$ cat src/rtl/stdout_tx_pkg.sv
// ---------------------------------------------------------------------------
// stdout_tx_pkg
//   Shared types and default configuration for the stdout serial drain.
//   - stdout_tx_state_t     : UART transmitter states
//   - stdout_unpack_state_t : buffer unpacker states
//   - STDOUT_TX_CLKS_PER_BIT / STDOUT_TX_FIFO_DEPTH : top-level defaults
// ---------------------------------------------------------------------------
package stdout_tx_pkg;

    localparam int unsigned STDOUT_TX_CLKS_PER_BIT = 16;
    localparam int unsigned STDOUT_TX_FIFO_DEPTH   = 16;

    typedef enum logic [1:0] {
        T_IDLE,
        T_START,
        T_DATA,
        T_STOP
    } stdout_tx_state_t;

    typedef enum logic {
        U_IDLE,
        U_RUN
    } stdout_unpack_state_t;

endpackage

$ cat src/rtl/sync_fifo.sv
// ---------------------------------------------------------------------------
// sync_fifo
//   First-word-fall-through synchronous FIFO. rdata always shows the head
//   entry while empty==0. Synchronous active-low reset clears the pointers.
//   Ports:
//     clock, reset       : clock, synchronous active-low reset
//     push, wdata        : write request and data (ignored when full)
//     pop                : consume head entry (ignored when empty)
//     rdata              : head entry
//     full, empty, count : occupancy status
// ---------------------------------------------------------------------------
module sync_fifo #(
    parameter int unsigned WIDTH = 8,
    parameter int unsigned DEPTH = 16
) (
    input  logic                     clock,
    input  logic                     reset,
    input  logic                     push,
    input  logic [WIDTH-1:0]         wdata,
    input  logic                     pop,
    output logic [WIDTH-1:0]         rdata,
    output logic                     full,
    output logic                     empty,
    output logic [$clog2(DEPTH):0]   count
);
    localparam int unsigned AW = $clog2(DEPTH);

    logic [WIDTH-1:0] mem [DEPTH];
    logic [AW-1:0]    rptr;
    logic [AW-1:0]    wptr;
    logic             wr_en;
    logic             rd_en;

    always_comb begin
        full  = (count == (AW+1)'(DEPTH));
        empty = (count == '0);
        wr_en = push && !full;
        rd_en = pop && !empty;
        rdata = mem[rptr];
    end

    always_ff @(posedge clock) begin
        if (wr_en) begin
            mem[wptr] <= wdata;
        end
    end

    always_ff @(posedge clock) begin
        if (!reset) begin
            rptr  <= '0;
            wptr  <= '0;
            count <= '0;
        end else begin
            if (wr_en) wptr <= wptr + AW'(1);
            if (rd_en) rptr <= rptr + AW'(1);
            case ({wr_en, rd_en})
                2'b10:   count <= count + (AW+1)'(1);
                2'b01:   count <= count - (AW+1)'(1);
                default: count <= count;
            endcase
        end
    end

endmodule

$ cat src/rtl/stdout_tx.sv
// ---------------------------------------------------------------------------
// stdout_tx
//   Serial drain for the simulation stdout sink. Each stdout_taken pulse
//   delivers a 64-bit buffer (first char in [63:55+1], terminated by 0x00 or
//   after 8 bytes). Buffers are unpacked one byte per cycle into a character
//   FIFO and sent out as 8N1 UART frames, LSB first.
//   Ports:
//     clock, reset         : clock, synchronous active-low reset
//     stdout_taken, buffer : buffer hand-off pulse and its data
//     tx                   : UART line, idle high
//     busy                 : unpacking, pending, FIFO non-empty or frame out
//     overflow             : sticky, a buffer was dropped
//     fifo_count           : character FIFO occupancy
//   Build option:
//     STDOUT_TX_SIM_PRINT_EN : echo each popped character with $write
// ---------------------------------------------------------------------------
module stdout_tx
    import stdout_tx_pkg::*;
#(
    parameter int unsigned CLKS_PER_BIT = STDOUT_TX_CLKS_PER_BIT,
    parameter int unsigned FIFO_DEPTH   = STDOUT_TX_FIFO_DEPTH
) (
    input  logic                         clock,
    input  logic                         reset,
    input  logic                         stdout_taken,
    input  logic [63:0]                  buffer,
    output logic                         tx,
    output logic                         busy,
    output logic                         overflow,
    output logic [$clog2(FIFO_DEPTH):0]  fifo_count
);
    localparam int unsigned   CW       = $clog2(CLKS_PER_BIT);
    localparam logic [CW-1:0] BAUD_MAX = CW'(CLKS_PER_BIT - 1);

    // Unpacker
    stdout_unpack_state_t u_state;
    logic [63:0]          shadow;
    logic [2:0]           idx;
    logic [63:0]          pend;
    logic                 pend_valid;
    logic [7:0]           cur_byte;
    logic                 char_push;
    logic                 u_finish;

    // Transmitter
    stdout_tx_state_t     t_state;
    logic [CW-1:0]        baud;
    logic [2:0]           bit_idx;
    logic [7:0]           data;
    logic                 char_pop;

    // FIFO
    logic [7:0]           fifo_rdata;
    logic                 fifo_full;
    logic                 fifo_empty;

    always_comb begin
        // {~idx,3'b000} == 8*(7-idx): byte idx counted from the MSB end
        cur_byte  = shadow[{~idx, 3'b000} +: 8];
        char_push = (u_state == U_RUN) && (cur_byte != '0) && !fifo_full;
        u_finish  = (u_state == U_RUN) &&
                    ((cur_byte == '0) || (char_push && (idx == 3'd7)));
        char_pop  = (t_state == T_IDLE) && !fifo_empty;
        busy      = (u_state == U_RUN) || pend_valid || !fifo_empty ||
                    (t_state != T_IDLE);
    end

    always_ff @(posedge clock) begin
        if (!reset) begin
            u_state    <= U_IDLE;
            shadow     <= '0;
            idx        <= '0;
            pend       <= '0;
            pend_valid <= 1'b0;
            overflow   <= 1'b0;
        end else begin
            case (u_state)
                U_IDLE: begin
                    if (stdout_taken) begin
                        shadow  <= buffer;
                        idx     <= '0;
                        u_state <= U_RUN;
                    end
                end
                U_RUN: begin
                    if (u_finish) begin
                        idx <= '0;
                        if (pend_valid) begin
                            // pending advances; a simultaneous pulse refills it
                            shadow     <= pend;
                            pend_valid <= stdout_taken;
                            if (stdout_taken) pend <= buffer;
                        end else if (stdout_taken) begin
                            shadow <= buffer;
                        end else begin
                            u_state <= U_IDLE;
                        end
                    end else begin
                        if (char_push) idx <= idx + 3'd1;
                        if (stdout_taken) begin
                            if (!pend_valid) begin
                                pend       <= buffer;
                                pend_valid <= 1'b1;
                            end else begin
                                overflow <= 1'b1;
                            end
                        end
                    end
                end
                default: u_state <= U_IDLE;
            endcase
        end
    end

    sync_fifo #(
        .WIDTH (8),
        .DEPTH (FIFO_DEPTH)
    ) u_fifo (
        .clock (clock),
        .reset (reset),
        .push  (char_push),
        .wdata (cur_byte),
        .pop   (char_pop),
        .rdata (fifo_rdata),
        .full  (fifo_full),
        .empty (fifo_empty),
        .count (fifo_count)
    );

    always_ff @(posedge clock) begin
        if (!reset) begin
            t_state <= T_IDLE;
            baud    <= '0;
            bit_idx <= '0;
            data    <= '0;
            tx      <= 1'b1;
        end else begin
            case (t_state)
                T_IDLE: begin
                    if (!fifo_empty) begin
                        data    <= fifo_rdata;
                        baud    <= BAUD_MAX;
                        tx      <= 1'b0;
                        t_state <= T_START;
`ifdef STDOUT_TX_SIM_PRINT_EN
                        $write("%c", fifo_rdata);
`endif
                    end
                end
                T_START: begin
                    if (baud == '0) begin
                        baud    <= BAUD_MAX;
                        tx      <= data[0];
                        data    <= {1'b0, data[7:1]};
                        bit_idx <= '0;
                        t_state <= T_DATA;
                    end else begin
                        baud <= baud - CW'(1);
                    end
                end
                T_DATA: begin
                    if (baud == '0) begin
                        baud <= BAUD_MAX;
                        if (bit_idx == 3'd7) begin
                            tx      <= 1'b1;
                            t_state <= T_STOP;
                        end else begin
                            tx      <= data[0];
                            data    <= {1'b0, data[7:1]};
                            bit_idx <= bit_idx + 3'd1;
                        end
                    end else begin
                        baud <= baud - CW'(1);
                    end
                end
                T_STOP: begin
                    if (baud == '0) t_state <= T_IDLE;
                    else            baud    <= baud - CW'(1);
                end
            endcase
        end
    end

endmodule

$ cat config.mk
export PLATFORM = sky130hd
export DESIGN_NAME = stdout_tx
export DESIGN_NICKNAME = d
export VERILOG_FILES = /design/src/rtl/stdout_tx_pkg.sv /design/src/rtl/sync_fifo.sv /design/src/rtl/stdout_tx.sv
export SDC_FILE = /design/constraint.sdc
export NUM_CORES = 1
export LEC_CHECK = 0
export ABC_AREA = 1
export BUFFER_PORTS_ARGS = -buffer_cell sky130_fd_sc_hd__buf_2
export CAP_MARGIN = 20
export CORE_AREA = 2 2 174 244
export DETAILED_ROUTE_END_ITERATION = 10
export DIE_AREA = 0 0 176 246
export PLACE_DENSITY = 0.57
export SYNTH_ARGS = -nofsm -noshare
export SYNTH_HDL_FRONTEND = slang
export SYNTH_HIERARCHICAL = 1
export SYNTH_SLANG_ARGS = --single-unit
$ cat constraint.sdc
create_clock -name clock -period 4.3 [get_ports clock]
set_input_delay 0 -clock clock [delete_from_list [all_inputs] [get_ports clock]]
set_output_delay 0 -clock clock [all_outputs]
set_load 0.02 [all_outputs]
==> run_summary.xml, run 1 <==
<?xml version="1.0" encoding="UTF-8"?>
<metrics>
  <group name="setup_path">
    <metric name="r2r_cells" unit="">13</metric>
    <metric name="worstPathArrival" unit="ps">4060</metric>
    <metric name="crit_path_cell_trace" unit="">buf_4 -&gt; nand2_1 -&gt; nand3_1 -&gt; nand3_1 -&gt; nand2_1 -&gt; nand2_1 -&gt; nor2_2 -&gt; nand2_4 -&gt; o211ai_4 -&gt; buf_4 -&gt; buf_4 -&gt; o21ai_0 -&gt; a31oi_1</metric>
    <metric name="critical_path.slowest_cell" unit="">sky130_fd_sc_hd__dfxtp_1</metric>
    <metric name="largest_incremental_delay_on_the_critical_path" unit="ps">770</metric>
    <metric name="crit_required" unit="ps">4770</metric>
    <metric name="startpoint_of_the_lowest_slack_register_to_register_path" unit="">idx[0]$_SDFFE_PN0P_</metric>
    <metric name="crit-reg2reg-capture" unit="">shadow[50]$_SDFFE_PN0P_</metric>
    <metric name="crit_path_end_kind" unit="">flop</metric>
    <metric name="path_class" unit="">reg -&gt; reg</metric>
    <metric name="worst_setup_path_start_kind" unit="">flop</metric>
    <metric name="cp_max_fo" unit="">85</metric>
    <metric name="r2r_setup_slack" unit="ps">710</metric>
  </group>
  <group name="yosys">
    <metric name="synth.yosys.warnings" unit="">6</metric>
    <metric name="synthSimpleGateAreaFrac" unit="%">19.51</metric>
    <metric name="multiplexer_area_fraction_after_synthesis" unit="%">2.257</metric>
    <metric name="post_syn_area" unit="sq mm">0.01419</metric>
    <metric name="synth.avg_cell_area" unit="sq um">8.335</metric>
    <metric name="syn_nets" unit="">1787</metric>
    <metric name="synth_top_family_by_area" unit="">simple AND/OR/NAND/NOR gates</metric>
    <metric name="yosys.cell_types.count" unit="">42</metric>
    <metric name="ys_seq_elements" unit="">297</metric>
    <metric name="synth-compound-area-share" unit="%">15.15</metric>
    <metric name="synthCells" unit="">1703</metric>
    <metric name="share_of_the_synthesized_netlist_area_taken_by_xor_and_xnor_gates" unit="%">0.4319</metric>
    <metric name="post_synth_fa_ha_maj_area_fraction" unit="%">1.498</metric>
    <metric name="synth-seq-area-share" unit="%">50.91</metric>
  </group>
  <group name="clock_network">
    <metric name="cts_max_path_bufs" unit="">3</metric>
    <metric name="cts.reportedPaths.clkPinSlew" unit="ps">70</metric>
    <metric name="clock_insertion_delay_worst_skew" unit="ps">560</metric>
    <metric name="cts.root.buffer_cell" unit="">sky130_fd_sc_hd__clkbuf_16</metric>
    <metric name="buffers_inserted_by_post_cts_timing_repair" unit="">0</metric>
    <metric name="cts_max_level" unit="">1</metric>
    <metric name="cts_made_buffers" unit="">29</metric>
    <metric name="tritoncts" unit="">yes</metric>
    <metric name="cts.sinks" unit="">297</metric>
  </group>
  <group name="sta">
    <metric name="postLayoutSetupSlackWorst" unit="ps">713.3</metric>
    <metric name="rsz0062_at_grt" unit="">no</metric>
    <metric name="worst_slew_pin_slew" unit="ps">1000</metric>
    <metric name="final_cycle_share" unit="%">83.41</metric>
    <metric name="period_needed" unit="ps">3587</metric>
    <metric name="final-hold-violation-count" unit="">0</metric>
    <metric name="slew-limit-headroom" unit="%">33.23</metric>
    <metric name="report.final.setup_viol" unit="">0</metric>
    <metric name="timing.setup.tns" unit="ps">0</metric>
    <metric name="final_max_slew_viol_count" unit="">0</metric>
    <metric name="skew" unit="ps">7.750</metric>
    <metric name="hold-worst-slack" unit="ps">25.75</metric>
    <metric name="fmaxAchievable" unit="MHz">278.8</metric>
  </group>
  <group name="die">
    <metric name="starting_utilization_of_the_core_area" unit="%">34.56</metric>
    <metric name="placementRows" unit="">88</metric>
    <metric name="boundaryPins" unit="">75</metric>
    <metric name="die-area" unit="sq mm">0.04330</metric>
    <metric name="die_height" unit="um">246</metric>
    <metric name="fp.dieW" unit="um">176</metric>
    <metric name="core-area" unit="sq mm">0.04107</metric>
  </group>
  <group name="pwr">
    <metric name="worst_ir_drop_on_vdd" unit="mV">0.3744</metric>
    <metric name="post-layout-total-power" unit="mW">8.490</metric>
    <metric name="p_leak" unit="nW">6.661</metric>
    <metric name="powerDensity" unit="mW/mm^2">515.4</metric>
  </group>
  <group name="outcome">
    <metric name="status" unit="">complete, no violations</metric>
  </group>
  <group name="min_path">
    <metric name="timing.hold.worst_path_depth" unit="">2</metric>
    <metric name="worst_hold_path.endpoint" unit="">tx$_SDFFE_PN1P_</metric>
    <metric name="min_from" unit="">reset</metric>
    <metric name="hold_path_class" unit="">in -&gt; reg</metric>
  </group>
  <group name="grt">
    <metric name="first_global_vias" unit="">11130</metric>
    <metric name="antenna_found_initial" unit="">0</metric>
    <metric name="grt_first_pass_wirelength" unit="mm">59.53</metric>
    <metric name="grt_max_degree" unit="">92</metric>
    <metric name="grt_usage" unit="%">17.13</metric>
    <metric name="grt_overflow_total" unit="">0</metric>
  </group>
  <group name="finish">
    <metric name="number_of_antenna_diodes" unit="">0</metric>
    <metric name="fin_nets" unit="">1859</metric>
    <metric name="areaGrowthSynthToFinish" unit="%">16.03</metric>
    <metric name="fillers" unit="">4127</metric>
    <metric name="post_route_cells_drive_above_1_share" unit="%">9.232</metric>
  </group>
  <group name="place">
    <metric name="dp_hpwl" unit="mm">24.58</metric>
    <metric name="final_replace_weighted_congestion" unit="">0.9094</metric>
    <metric name="port-buffer-count" unit="">74</metric>
    <metric name="dp_slack" unit="ps">815.5</metric>
  </group>
  <group name="routing">
    <metric name="drt-vias-per-instance" unit="">4.983</metric>
    <metric name="drc_errors" unit="">0</metric>
    <metric name="wire_per_inst" unit="um">16.09</metric>
    <metric name="drt_pass1_iterations" unit="">8</metric>
    <metric name="total_via_count_in_the_routed_design" unit="">11650</metric>
    <metric name="detail_route.iter0.violations" unit="">690</metric>
    <metric name="post_detailed_routing_wire_length" unit="mm">37.61</metric>
    <metric name="route.antenna.remaining_nets" unit="">0</metric>
  </group>
  <group name="job">
    <metric name="maximum_capacitance_violations" unit="">0</metric>
  </group>
</metrics>
-- cell families (layout without fill, tap and decap cells) --
kind of cell,Yosys count,count (layout)
xor gates and xnor gates,7,7
DFF,297,297
AOI/OAI and AO/OA,350,350
buffers and inverters,335,430
muxes,32,32
adders and majority gates,17,17
and+or+nand+nor,665,665
-- how the worst max path moves through the flow --
stage | from | to | slack, ps
after floorplan | idx[0]$_SDFFE_PN0P_ | u_fifo/count[4]$_SDFFE_PN0P_ | 1660
after global placement | idx[0]$_SDFFE_PN0P_ | idx[1]$_SDFFE_PN0P_ | 860
after detailed placement | idx[0]$_SDFFE_PN0P_ | idx[1]$_SDFFE_PN0P_ | 820
after CTS | idx[0]$_SDFFE_PN0P_ | shadow[50]$_SDFFE_PN0P_ | 730
after global routing | idx[0]$_SDFFE_PN0P_ | shadow[50]$_SDFFE_PN0P_ | 340
final | idx[0]$_SDFFE_PN0P_ | shadow[50]$_SDFFE_PN0P_ | 710
-- layer usage --
metal	wire [um]	up-vias	track usage (%)
met5	0	-	0
met2	19530	260	31.43
met1	15090	5479	19.52
met4	1893	0	9.480
met3	1091	75	1.435
li1	-	5837	-
-- report_power, final --
group	switching [mW]	total, mW	internal [mW]
clock network	1.12	2.79	1.67
registers	0.257	3.55	3.29
logic	1.41	2.15	0.741
total	2.79	8.49	5.70
-- cells in the mapped netlist (all sizes together) --
| cell type | instances | area [sq um] |
|---|---|---|
| o31ai | 2 | 28.78 |
| xor2 | 5 | 43.79 |
| o2111ai | 1 | 8.760 |
| o22ai | 1 | 6.260 |
| ha | 17 | 212.7 |
| nand4 | 2 | 12.51 |
| buf | 53 | 384.1 |
| dfxtp | 169 | 3383 |
| edfxtp | 128 | 3844 |
| a31oi | 72 | 450.4 |
| nand3 | 141 | 720.7 |
| o211ai | 97 | 742.0 |
| nor3 | 4 | 20.02 |
| o21a | 1 | 7.510 |
| a221oi | 4 | 35.03 |
| a21oi | 47 | 239.0 |
| xnor2 | 2 | 17.52 |
| nand2 | 336 | 1291 |
| o21ai | 122 | 610.6 |
| clkinv | 1 | 3.750 |
| inv | 220 | 835.8 |
| nor2 | 182 | 724.4 |
| mux2i | 32 | 320.3 |
| clkbuf | 61 | 230.2 |
| a211oi | 3 | 22.52 |
-- worst max-delay path, delay by kind of cell, from the launching register on --
family / cells / cell delay (ps)
buf+inv: 3 / 1440
flops: 1 / 770
simple gates: 7 / 700
compound gates: 3 / 530
-- sequential cells by signal, indices dropped and copies added (netlist names), named ones only --
register	flops
u_fifo/mem	128
pend	64
shadow	64
data	8
u_fifo/count	5
baud	4
u_fifo/rptr	4
u_fifo/wptr	4
bit_idx	3
idx	3
t_state	2
overflow	1
pend_valid	1
tx	1
u_state	1
-- layout by cell type (no fill, tap or decap), types with 22 or more instances in the layout --
cell type,n
sky130_fd_sc_hd__a21oi_1,46
sky130_fd_sc_hd__a31oi_1,72
sky130_fd_sc_hd__buf_2,72
sky130_fd_sc_hd__clkbuf_16,29
sky130_fd_sc_hd__dfxtp_1,168
sky130_fd_sc_hd__dlygate4sd3_1,64
sky130_fd_sc_hd__edfxtp_1,128
sky130_fd_sc_hd__inv_1,214
sky130_fd_sc_hd__mux2i_1,32
sky130_fd_sc_hd__nand2_1,329
sky130_fd_sc_hd__nand3_1,138
sky130_fd_sc_hd__nor2_1,175
sky130_fd_sc_hd__o211ai_1,96
sky130_fd_sc_hd__o21ai_0,100
sky130_fd_sc_hd__o21ai_1,22
-- area by class of cell --
| cell class | instances | area [sq um] | share of cell area, % |
|---|---|---|---|
| Clock buffer | 33 | 740.7 | 4.497 |
| Clock inverter | 21 | 304.0 | 1.846 |
| Inverter | 221 | 839.6 | 5.097 |
| Multi-Input combinational cell | 1071 | 5524 | 33.54 |
| Sequential cell | 297 | 7231 | 43.90 |
| Tap cell | 540 | 675.6 | 4.102 |
| Timing Repair Buffer | 155 | 1156 | 7.019 |
-- through the flow --
step,utilization (%),instances,area (sq um)
after floorplan,-,1703,14190
after CTS,40.10,2338,16470
final,40.10,2338,16470
after global placement,36.00,2220,14790
after detailed placement,36.00,2220,14790
after global routing,40.10,2338,16470
-- timing repair --
action / 4_1_cts / 5_1_grt
hold buffers: 64 / 0
resized for setup: 0 / 0
endpoints found under the hold margin: 128 / 0
Power figures use the tool's default switching activity.
==> run 2: changes to the inputs <==
--- a/config.mk
+++ b/config.mk
@@ -5,13 +5,13 @@
 export SDC_FILE = /design/constraint.sdc
 export NUM_CORES = 1
 export LEC_CHECK = 0
-export ABC_AREA = 1
+export ABC_AREA = 0
 export BUFFER_PORTS_ARGS = -buffer_cell sky130_fd_sc_hd__buf_2
 export CAP_MARGIN = 20
-export CORE_AREA = 2 2 174 244
+export CORE_AREA = 2 2 169 238
 export DETAILED_ROUTE_END_ITERATION = 10
-export DIE_AREA = 0 0 176 246
-export PLACE_DENSITY = 0.57
+export DIE_AREA = 0 0 171 240
+export PLACE_DENSITY = 0.59
 export SYNTH_ARGS = -nofsm -noshare
 export SYNTH_HDL_FRONTEND = slang
 export SYNTH_HIERARCHICAL = 1
==> constraint.sdc (replaced) <==
create_clock -name clock -period 3.1 [get_ports clock]
set_input_delay 0 -clock clock [delete_from_list [all_inputs] [get_ports clock]]
set_output_delay 0 -clock clock [all_outputs]
set_load 0.02 [all_outputs]
==> run 2 against run 1 <==
Clock power increased by 31%. The flow now finishes with violations (setup timing). Final cell count decreased by 18%. Sequential power increased by 32%. Routed wire length decreased by 12%. Highest routed layer unchanged.
==> run_summary.xml, run 2 <==
<?xml version="1.0" encoding="UTF-8"?>
<metrics>
  <group name="setup_path">
    <metric name="path_class" unit="">reg -&gt; reg</metric>
    <metric name="r2r_cells" unit="">15</metric>
    <metric name="crit_path_end_kind" unit="">flop</metric>
    <metric name="crit_required" unit="ps">3590</metric>
    <metric name="crit-reg2reg-capture" unit="">u_fifo/count[4]$_SDFFE_PN0P_</metric>
    <metric name="crit_start" unit="">idx[1]$_SDFFE_PN0P_</metric>
    <metric name="r2r_setup_slack" unit="ps">-330</metric>
    <metric name="cp_max_fo" unit="">7</metric>
    <metric name="worstPathArrival" unit="ps">3910</metric>
    <metric name="startpoint_of_the_lowest_slack_register_to_register_path" unit="">idx[1]$_SDFFE_PN0P_</metric>
    <metric name="worst_setup_path_start_kind" unit="">flop</metric>
  </group>
  <group name="grt">
    <metric name="first_global_vias" unit="">9438</metric>
    <metric name="grt_first_pass_wirelength" unit="mm">51.71</metric>
    <metric name="grt_max_degree" unit="">94</metric>
    <metric name="grt_usage" unit="%">16.16</metric>
    <metric name="antenna_found_initial" unit="">0</metric>
    <metric name="grt_overflow_total" unit="">0</metric>
  </group>
  <group name="routing">
    <metric name="drt-vias-per-instance" unit="">4.892</metric>
    <metric name="post_detailed_routing_wire_length" unit="mm">33.01</metric>
    <metric name="detail_route.iter0.violations" unit="">510</metric>
    <metric name="route.antenna.remaining_nets" unit="">0</metric>
    <metric name="drt_pass1_iterations" unit="">4</metric>
    <metric name="total_via_count_in_the_routed_design" unit="">9407</metric>
    <metric name="wire_per_inst" unit="um">17.16</metric>
    <metric name="drc_errors" unit="">0</metric>
  </group>
  <group name="yosys">
    <metric name="synthArstFlopShare" unit="%">0</metric>
    <metric name="syn_nets" unit="">1221</metric>
    <metric name="post-synth-top-count-cell" unit="">sky130_fd_sc_hd__dfxtp_1</metric>
    <metric name="post_syn_area" unit="sq mm">0.01346</metric>
    <metric name="synth_flop_cell" unit="">sky130_fd_sc_hd__dfxtp_1</metric>
    <metric name="synth.avg_cell_area" unit="sq um">11.84</metric>
    <metric name="synth-seq-area-share" unit="%">53.70</metric>
    <metric name="yosys-top-cells-count" unit="">169 x sky130_fd_sc_hd__dfxtp_1, 153 x sky130_fd_sc_hd__nand2_1, 128 x sky130_fd_sc_hd__edfxtp_1</metric>
    <metric name="share_of_the_synthesized_netlist_area_taken_by_xor_and_xnor_gates" unit="%">0.5857</metric>
    <metric name="multiplexer_area_fraction_after_synthesis" unit="%">16.61</metric>
    <metric name="synth_top_family_by_area" unit="">multiplexers</metric>
    <metric name="post-synth-top-area-fraction" unit="%">28.56</metric>
    <metric name="yosys.cell_types.count" unit="">59</metric>
    <metric name="yosys.area.top_type" unit="">sky130_fd_sc_hd__edfxtp_1</metric>
    <metric name="synthCells" unit="">1137</metric>
    <metric name="synthSimpleGateAreaFrac" unit="%">10.35</metric>
    <metric name="synth-compound-area-share" unit="%">11.53</metric>
    <metric name="post_synth_fa_ha_maj_area_fraction" unit="%">1.580</metric>
    <metric name="synth.yosys.warnings" unit="">6</metric>
    <metric name="synth-edff-count" unit="">128</metric>
    <metric name="ys_seq_elements" unit="">297</metric>
    <metric name="ys_top_cells_by_area" unit="">sky130_fd_sc_hd__edfxtp_1 29%, sky130_fd_sc_hd__dfxtp_1 25%, sky130_fd_sc_hd__mux4_2 9.0%</metric>
  </group>
  <group name="sta">
    <metric name="final_max_slew_viol_count" unit="">0</metric>
    <metric name="final-hold-violation-count" unit="">0</metric>
    <metric name="report.final.setup_viol" unit="">3</metric>
    <metric name="rsz0062_at_grt" unit="">yes</metric>
    <metric name="final_cycle_share" unit="%">110.6</metric>
    <metric name="slew-limit-headroom" unit="%">54.08</metric>
    <metric name="postLayoutSetupSlackWorst" unit="ps">-327.4</metric>
    <metric name="skew" unit="ps">7.047</metric>
    <metric name="period_needed" unit="ps">3427</metric>
    <metric name="worst_slew_pin_slew" unit="ps">687.8</metric>
    <metric name="fmaxAchievable" unit="MHz">291.8</metric>
  </group>
  <group name="finish">
    <metric name="post_route_cells_drive_above_1_share" unit="%">25.09</metric>
    <metric name="mostFrequentLayoutCells" unit="">166 x sky130_fd_sc_hd__dfxtp_1, 152 x sky130_fd_sc_hd__nand2_1, 128 x sky130_fd_sc_hd__edfxtp_1</metric>
    <metric name="biggestRegsByFlops" unit="">u_fifo/mem (128), pend (64), shadow (64)</metric>
    <metric name="areaGrowthSynthToFinish" unit="%">27.40</metric>
    <metric name="largest_register_ff_count" unit="">128</metric>
    <metric name="final_common_cell" unit="">sky130_fd_sc_hd__dfxtp_1</metric>
    <metric name="fin_nets" unit="">1456</metric>
    <metric name="number_of_antenna_diodes" unit="">0</metric>
    <metric name="layout.cells.non_filler" unit="">1923</metric>
    <metric name="max_flop_register" unit="">u_fifo/mem</metric>
  </group>
  <group name="pwr">
    <metric name="worst_ir_drop_on_vdd" unit="mV">0.4946</metric>
    <metric name="powerDensity" unit="mW/mm^2">668.6</metric>
    <metric name="p_leak" unit="nW">6.775</metric>
  </group>
  <group name="die">
    <metric name="starting_utilization_of_the_core_area" unit="%">34.55</metric>
    <metric name="fp.dieW" unit="um">171</metric>
    <metric name="boundaryPins" unit="">75</metric>
    <metric name="placementRows" unit="">86</metric>
    <metric name="die_height" unit="um">240</metric>
    <metric name="die-area" unit="sq mm">0.04104</metric>
    <metric name="core-area" unit="sq mm">0.03895</metric>
  </group>
  <group name="clock_network">
    <metric name="cts.sinks" unit="">297</metric>
    <metric name="tritoncts" unit="">yes</metric>
    <metric name="cts.root.buffer_cell" unit="">sky130_fd_sc_hd__clkbuf_16</metric>
    <metric name="cts_max_path_bufs" unit="">3</metric>
    <metric name="cts.reportedPaths.clkPinSlew" unit="ps">70</metric>
    <metric name="clock_insertion_delay_worst_skew" unit="ps">560</metric>
    <metric name="cts_max_level" unit="">1</metric>
    <metric name="cts_made_buffers" unit="">29</metric>
  </group>
  <group name="place">
    <metric name="port-buffer-count" unit="">74</metric>
    <metric name="dp_slack" unit="ps">-483.9</metric>
    <metric name="dp_hpwl" unit="mm">22.56</metric>
    <metric name="placedCellCount" unit="">1778</metric>
    <metric name="final_replace_weighted_congestion" unit="">0.8374</metric>
  </group>
  <group name="job">
    <metric name="maximum_capacitance_violations" unit="">0</metric>
  </group>
  <group name="min_path">
    <metric name="min_from" unit="">buffer[38]</metric>
    <metric name="hold_path_class" unit="">in -&gt; reg</metric>
    <metric name="worst_hold_path.endpoint" unit="">pend[38]$_SDFFE_PN0P_</metric>
    <metric name="timing.hold.worst_path_depth" unit="">4</metric>
  </group>
  <group name="outcome">
    <metric name="status" unit="">finished with violations</metric>
    <metric name="violations" unit="">setup timing</metric>
  </group>
</metrics>
## run 2: cell types whose count changed in the layout (fill, tap and decap cells not counted), sizes merged, moves of 64 or more
cell,before,now
buf,91,213
inv,224,78
nor2,182,98
o221a,0,64
o211ai,97,1
nand3,141,2
o21ai,122,12
nand2,336,153
## run 2: worst max-delay path, stage by stage (launching register included)
cell	delay, ps
sky130_fd_sc_hd__dfxtp_4	390
sky130_fd_sc_hd__buf_8	150
sky130_fd_sc_hd__buf_6	120
sky130_fd_sc_hd__mux2_4	200
sky130_fd_sc_hd__nor2_1	40
sky130_fd_sc_hd__mux4_2	510
sky130_fd_sc_hd__a311oi_4	270
sky130_fd_sc_hd__a21boi_4	240
sky130_fd_sc_hd__inv_2	60
sky130_fd_sc_hd__ha_4	150
sky130_fd_sc_hd__xor2_1	130
sky130_fd_sc_hd__ha_2	180
sky130_fd_sc_hd__or4bb_1	500
sky130_fd_sc_hd__a21oi_2	120
sky130_fd_sc_hd__or3_1	120
sky130_fd_sc_hd__mux2i_1	170
## run 2: power breakdown
part,internal [mW],switching (mW)
logic,1.54,1.59
registers,4.47,0.202
clock network,2.08,1.58
## run 2: how the worst max path moves through the flow
stage | end | slack, ps
5_1_grt | u_fifo/count[4]$_SDFFE_PN0P_ | -420
6_report | u_fifo/count[4]$_SDFFE_PN0P_ | -330
3_5_place_dp | u_fifo/count[4]$_SDFFE_PN0P_ | -480
3_3_place_gp | u_fifo/count[4]$_SDFFE_PN0P_ | -390
2_1_floorplan | u_fifo/count[4]$_SDFFE_PN0P_ | -400
4_1_cts | u_fifo/count[4]$_SDFFE_PN0P_ | -340
## run 2: through the flow
stage	hold slack [ps]	TNS, ps	instance area (sq um)	util [%]	power, mW
5_1_grt	236.4	-937.0	17150	44.02	12.03
3_3_place_gp	258.8	-782.6	15150	38.91	7.703
4_1_cts	219.6	-580.2	16990	43.63	11.53
3_5_place_dp	267.3	-1002	15160	38.92	7.773
6_report	239.9	-569.8	17150	44.02	11.46
2_1_floorplan	142.1	-710.3	13530	-	6.697
## run 2: metal layers
layer / part of all wire, % / track usage (%)
met4: 4.5 / 7.036
met3: 2.6 / 1.811
met2: 54 / 30.55
met1: 38 / 18.07
met5: 0 / 0
## run 2: area by class of cell
class / count / area (sq um)
Sequential cell: 297 / 7236
Clock inverter: 23 / 256.5
Timing Repair Buffer: 294 / 2374
Inverter: 74 / 277.8
Tap cell: 528 / 660.6
Multi-Input combinational cell: 676 / 5609
Clock buffer: 31 / 733.2
Fill cell: 3670 / 21810
## run 2: cell families after synthesis
logic type,count (synthesis)
AO/OA/AOI/OAI,184
XOR/XNOR,9
adder cells (fa/ha/maj),17
buffers and inverters,164
flip-flops,297
multiplexers,153
AND/OR/NAND/NOR,313
## run 2: repair_timing
action | 4_1_cts | 5_1_grt
endpoints found under the hold margin | 150 | 0
resized for setup | 4 | 25
buffers inserted | 1 | 10
setup endpoints to repair | 3 | 3
pin swaps | 1 | 5
hold buffers | 81 | 0
==> run 3: changes to the inputs <==
--- a/config.mk
+++ b/config.mk
@@ -8,10 +8,10 @@
 export ABC_AREA = 0
 export BUFFER_PORTS_ARGS = -buffer_cell sky130_fd_sc_hd__buf_2
 export CAP_MARGIN = 20
-export CORE_AREA = 2 2 169 238
+export CORE_AREA = 2 2 136 191
 export DETAILED_ROUTE_END_ITERATION = 10
-export DIE_AREA = 0 0 171 240
-export PLACE_DENSITY = 0.59
+export DIE_AREA = 0 0 138 193
+export PLACE_DENSITY = 0.82
 export SYNTH_ARGS = -nofsm -noshare
 export SYNTH_HDL_FRONTEND = slang
 export SYNTH_HIERARCHICAL = 1
==> run 3 against run 2 <==
Via count up 1.9%. Die area shrank 35%. Hold slack improved by 21 ps. Clock-buffer cell count increased by 4. Routed wire length shrank 3.7%. Register-to-register slack worse by 70 ps. Total power decreased by 2.5%. The run still ends with setup timing left. Critical path depth did not move. Non-clock buffer count is 46 lower. Clock power fell by 5%.
==> run_summary.xml, run 3 (same netlist as run 2, synthesis figures left out) <==
<?xml version="1.0" encoding="UTF-8"?>
<metrics>
  <group name="grt">
    <metric name="grt_usage" unit="%">23.30</metric>
    <metric name="antenna_found_initial" unit="">0</metric>
    <metric name="grt_overflow_total" unit="">0</metric>
    <metric name="first_global_vias" unit="">9292</metric>
    <metric name="grt_first_pass_wirelength" unit="mm">49.80</metric>
    <metric name="grt_max_degree" unit="">104</metric>
  </group>
  <group name="finish">
    <metric name="number_of_antenna_diodes" unit="">0</metric>
    <metric name="layout.cells.non_filler" unit="">1666</metric>
    <metric name="mostFrequentLayoutCells" unit="">166 x sky130_fd_sc_hd__dfxtp_1, 148 x sky130_fd_sc_hd__nand2_1, 128 x sky130_fd_sc_hd__edfxtp_1</metric>
    <metric name="max_flop_register" unit="">u_fifo/mem</metric>
    <metric name="post_route_cells_drive_above_1_share" unit="%">22.27</metric>
    <metric name="fin_nets" unit="">1409</metric>
    <metric name="largest_register_ff_count" unit="">128</metric>
    <metric name="fillers" unit="">1720</metric>
    <metric name="end_of_flow_core_utilization" unit="%">65.99</metric>
    <metric name="areaGrowthSynthToFinish" unit="%">22.75</metric>
    <metric name="biggestRegsByFlops" unit="">u_fifo/mem (128), pend (64), shadow (64)</metric>
    <metric name="area_occupied_by_multi_input_gates" unit="sq mm">0.005648</metric>
    <metric name="regArea" unit="sq mm">0.007236</metric>
    <metric name="final_common_cell" unit="">sky130_fd_sc_hd__dfxtp_1</metric>
  </group>
  <group name="clock_network">
    <metric name="tritoncts" unit="">yes</metric>
    <metric name="cts_made_buffers" unit="">28</metric>
    <metric name="cts_max_path_bufs" unit="">3</metric>
    <metric name="cts.root.buffer_cell" unit="">sky130_fd_sc_hd__clkbuf_16</metric>
    <metric name="cts.reportedPaths.clkPinSlew" unit="ps">60</metric>
    <metric name="cts.sinks" unit="">297</metric>
    <metric name="cts_max_level" unit="">1</metric>
    <metric name="clock_insertion_delay_worst_skew" unit="ps">540</metric>
  </group>
  <group name="setup_path">
    <metric name="r2r_cells" unit="">15</metric>
    <metric name="critical_path.slowest_cell" unit="">sky130_fd_sc_hd__or4bb_1</metric>
    <metric name="crit_path_end_kind" unit="">flop</metric>
    <metric name="path_class" unit="">reg -&gt; reg</metric>
    <metric name="r2r_setup_slack" unit="ps">-400</metric>
    <metric name="largest_incremental_delay_on_the_critical_path" unit="ps">490</metric>
    <metric name="worstPathArrival" unit="ps">3960</metric>
    <metric name="cp_max_fo" unit="">5</metric>
    <metric name="crit-reg2reg-capture" unit="">u_fifo/count[4]$_SDFFE_PN0P_</metric>
    <metric name="crit_required" unit="ps">3560</metric>
    <metric name="startpoint_of_the_lowest_slack_register_to_register_path" unit="">idx[1]$_SDFFE_PN0P_</metric>
    <metric name="crit_path_cell_trace" unit="">buf_4 -&gt; buf_4 -&gt; mux4_2 -&gt; mux2_4 -&gt; nor4_4 -&gt; a311oi_4 -&gt; a21boi_4 -&gt; inv_2 -&gt; ha_4 -&gt; xor2_1 -&gt; ha_2 -&gt; or4bb_1 -&gt; a21oi_2 -&gt; or3_1 -&gt; mux2i_1</metric>
    <metric name="worst_setup_path_start_kind" unit="">flop</metric>
    <metric name="cpMostUsedCell" unit="">sky130_fd_sc_hd__buf_4</metric>
  </group>
  <group name="sta">
    <metric name="slew-limit-headroom" unit="%">42.34</metric>
    <metric name="final-hold-violation-count" unit="">0</metric>
    <metric name="skew" unit="ps">10.78</metric>
    <metric name="worst_slew_pin_slew" unit="ps">864.9</metric>
    <metric name="hold-worst-slack" unit="ps">260.7</metric>
    <metric name="postLayoutSetupSlackWorst" unit="ps">-395.2</metric>
    <metric name="fmaxAchievable" unit="MHz">286.1</metric>
    <metric name="final_max_slew_viol_count" unit="">0</metric>
    <metric name="report.final.setup_viol" unit="">3</metric>
    <metric name="timing.setup.tns" unit="ps">-747.6</metric>
    <metric name="rsz0062_at_grt" unit="">yes</metric>
    <metric name="final_cycle_share" unit="%">112.7</metric>
    <metric name="period_needed" unit="ps">3495</metric>
  </group>
  <group name="pwr">
    <metric name="post-layout-total-power" unit="mW">11.17</metric>
    <metric name="p_leak" unit="nW">6.501</metric>
    <metric name="worst_ir_drop_on_vdd" unit="mV">0.4512</metric>
    <metric name="powerDensity" unit="mW/mm^2">676.4</metric>
  </group>
  <group name="place">
    <metric name="port-buffer-count" unit="">74</metric>
    <metric name="placedCellCount" unit="">1522</metric>
    <metric name="dp_hpwl" unit="mm">20.42</metric>
    <metric name="final_replace_weighted_congestion" unit="">0.8648</metric>
  </group>
  <group name="routing">
    <metric name="drc_errors" unit="">0</metric>
    <metric name="route.antenna.remaining_nets" unit="">0</metric>
    <metric name="wirelength_met1" unit="mm">12.10</metric>
    <metric name="drt_pass1_iterations" unit="">5</metric>
    <metric name="wire_per_inst" unit="um">19.07</metric>
    <metric name="met2WireLength" unit="mm">17.69</metric>
    <metric name="top_signal_layer_used" unit="">met4</metric>
    <metric name="total_via_count_in_the_routed_design" unit="">9585</metric>
    <metric name="detail_route.iter0.violations" unit="">658</metric>
    <metric name="dr_wl_met3" unit="mm">1.044</metric>
    <metric name="post_detailed_routing_wire_length" unit="mm">31.77</metric>
    <metric name="drt-vias-per-instance" unit="">5.753</metric>
  </group>
  <group name="die">
    <metric name="fp.dieW" unit="um">138</metric>
    <metric name="core-area" unit="sq mm">0.02504</metric>
    <metric name="boundaryPins" unit="">75</metric>
    <metric name="die_height" unit="um">193</metric>
    <metric name="placementRows" unit="">69</metric>
    <metric name="die-area" unit="sq mm">0.02663</metric>
    <metric name="starting_utilization_of_the_core_area" unit="%">53.76</metric>
  </group>
  <group name="job">
    <metric name="maximum_capacitance_violations" unit="">0</metric>
  </group>
  <group name="min_path">
    <metric name="min_from" unit="">buffer[63]</metric>
    <metric name="worst_hold_path.endpoint" unit="">pend[63]$_SDFFE_PN0P_</metric>
    <metric name="timing.hold.worst_path_depth" unit="">4</metric>
    <metric name="hold_path_class" unit="">in -&gt; reg</metric>
  </group>
  <group name="outcome">
    <metric name="status" unit="">finished with violations</metric>
    <metric name="violations" unit="">setup timing</metric>
  </group>
</metrics>
run 3: cell types whose count changed in the layout (fill, tap and decap cells not counted), sizes merged:
| cell | before | now |
|---|---|---|
| buf | 213 | 159 |
| clkinv | 8 | 9 |
| inv | 78 | 75 |
| bufinv | 4 | 3 |
| clkinvlp | 7 | 4 |
| clkbuf | 31 | 35 |
| dlygate4sd3 | 81 | 89 |
run 3: how the worst max path moves through the flow:
stage | end | slack [ps] | depth (start not counted) | from
global route | u_fifo/count[4]$_SDFFE_PN0P_ | -540 | 15 | idx[1]$_SDFFE_PN0P_
floorplan | u_fifo/count[4]$_SDFFE_PN0P_ | -400 | 14 | idx[1]$_SDFFE_PN0P_
detailed placement | u_fifo/count[4]$_SDFFE_PN0P_ | -340 | 14 | idx[1]$_SDFFE_PN0P_
CTS | u_fifo/count[4]$_SDFFE_PN0P_ | -310 | 14 | idx[1]$_SDFFE_PN0P_
global placement | u_fifo/count[4]$_SDFFE_PN0P_ | -290 | 14 | idx[1]$_SDFFE_PN0P_
finish | u_fifo/count[4]$_SDFFE_PN0P_ | -400 | 15 | idx[1]$_SDFFE_PN0P_
run 3: repair_timing:
item / 4_1_cts / 5_1_grt
pin swaps: 5 / 0
hold buffers: 89 / 0
buffers inserted: 2 / 1
setup endpoints to repair: 3 / 131
endpoints found under the hold margin: 129 / 0
resized for setup: 18 / 18
run 3: per-stage QoR:
stage / area, sq um / setup WS, ps
after floorplan: 13530 / -401.4
after global placement: 14540 / -288.0
after detailed placement: 14540 / -340.8
after CTS: 16450 / -311.9
after global routing: 16520 / -542.7
final: 16520 / -395.2
run 3: area by class of cell:
class                   instances  area share (%)
repair buffers                248           12.22
flip-flops and latches        297           43.80
multi-input cells             676           34.19
well taps                     319           2.416
clock buffers                  35           4.711
inverters                      74           1.681
clock inverters                17          0.9846
run 3: power by group:
part	switching (mW)	internal [mW]	leakage (nW)
Combinational	1.54	1.45	3.48
Clock	1.46	2.03	0.453
Sequential	0.232	4.47	2.56
run 3: critical path, delay by kind of cell (launching register included):
| family | cells | cell delay, ps |
|---|---|---|
| adders and majority gates | 2 | 300 |
| buffers and inverters | 3 | 330 |
| muxes | 3 | 830 |
| AOI/OAI and AO/OA | 3 | 510 |
| and+or+nand+nor | 3 | 990 |
| DFF | 1 | 400 |
| xor gates and xnor gates | 1 | 70 |
run 3: layer usage:
layer	GRT usage, %	vias up
li1	-	4533
met1	26.62	4760
met2	45.09	235
met3	2.544	57
met4	8.516	0
met5	0	-
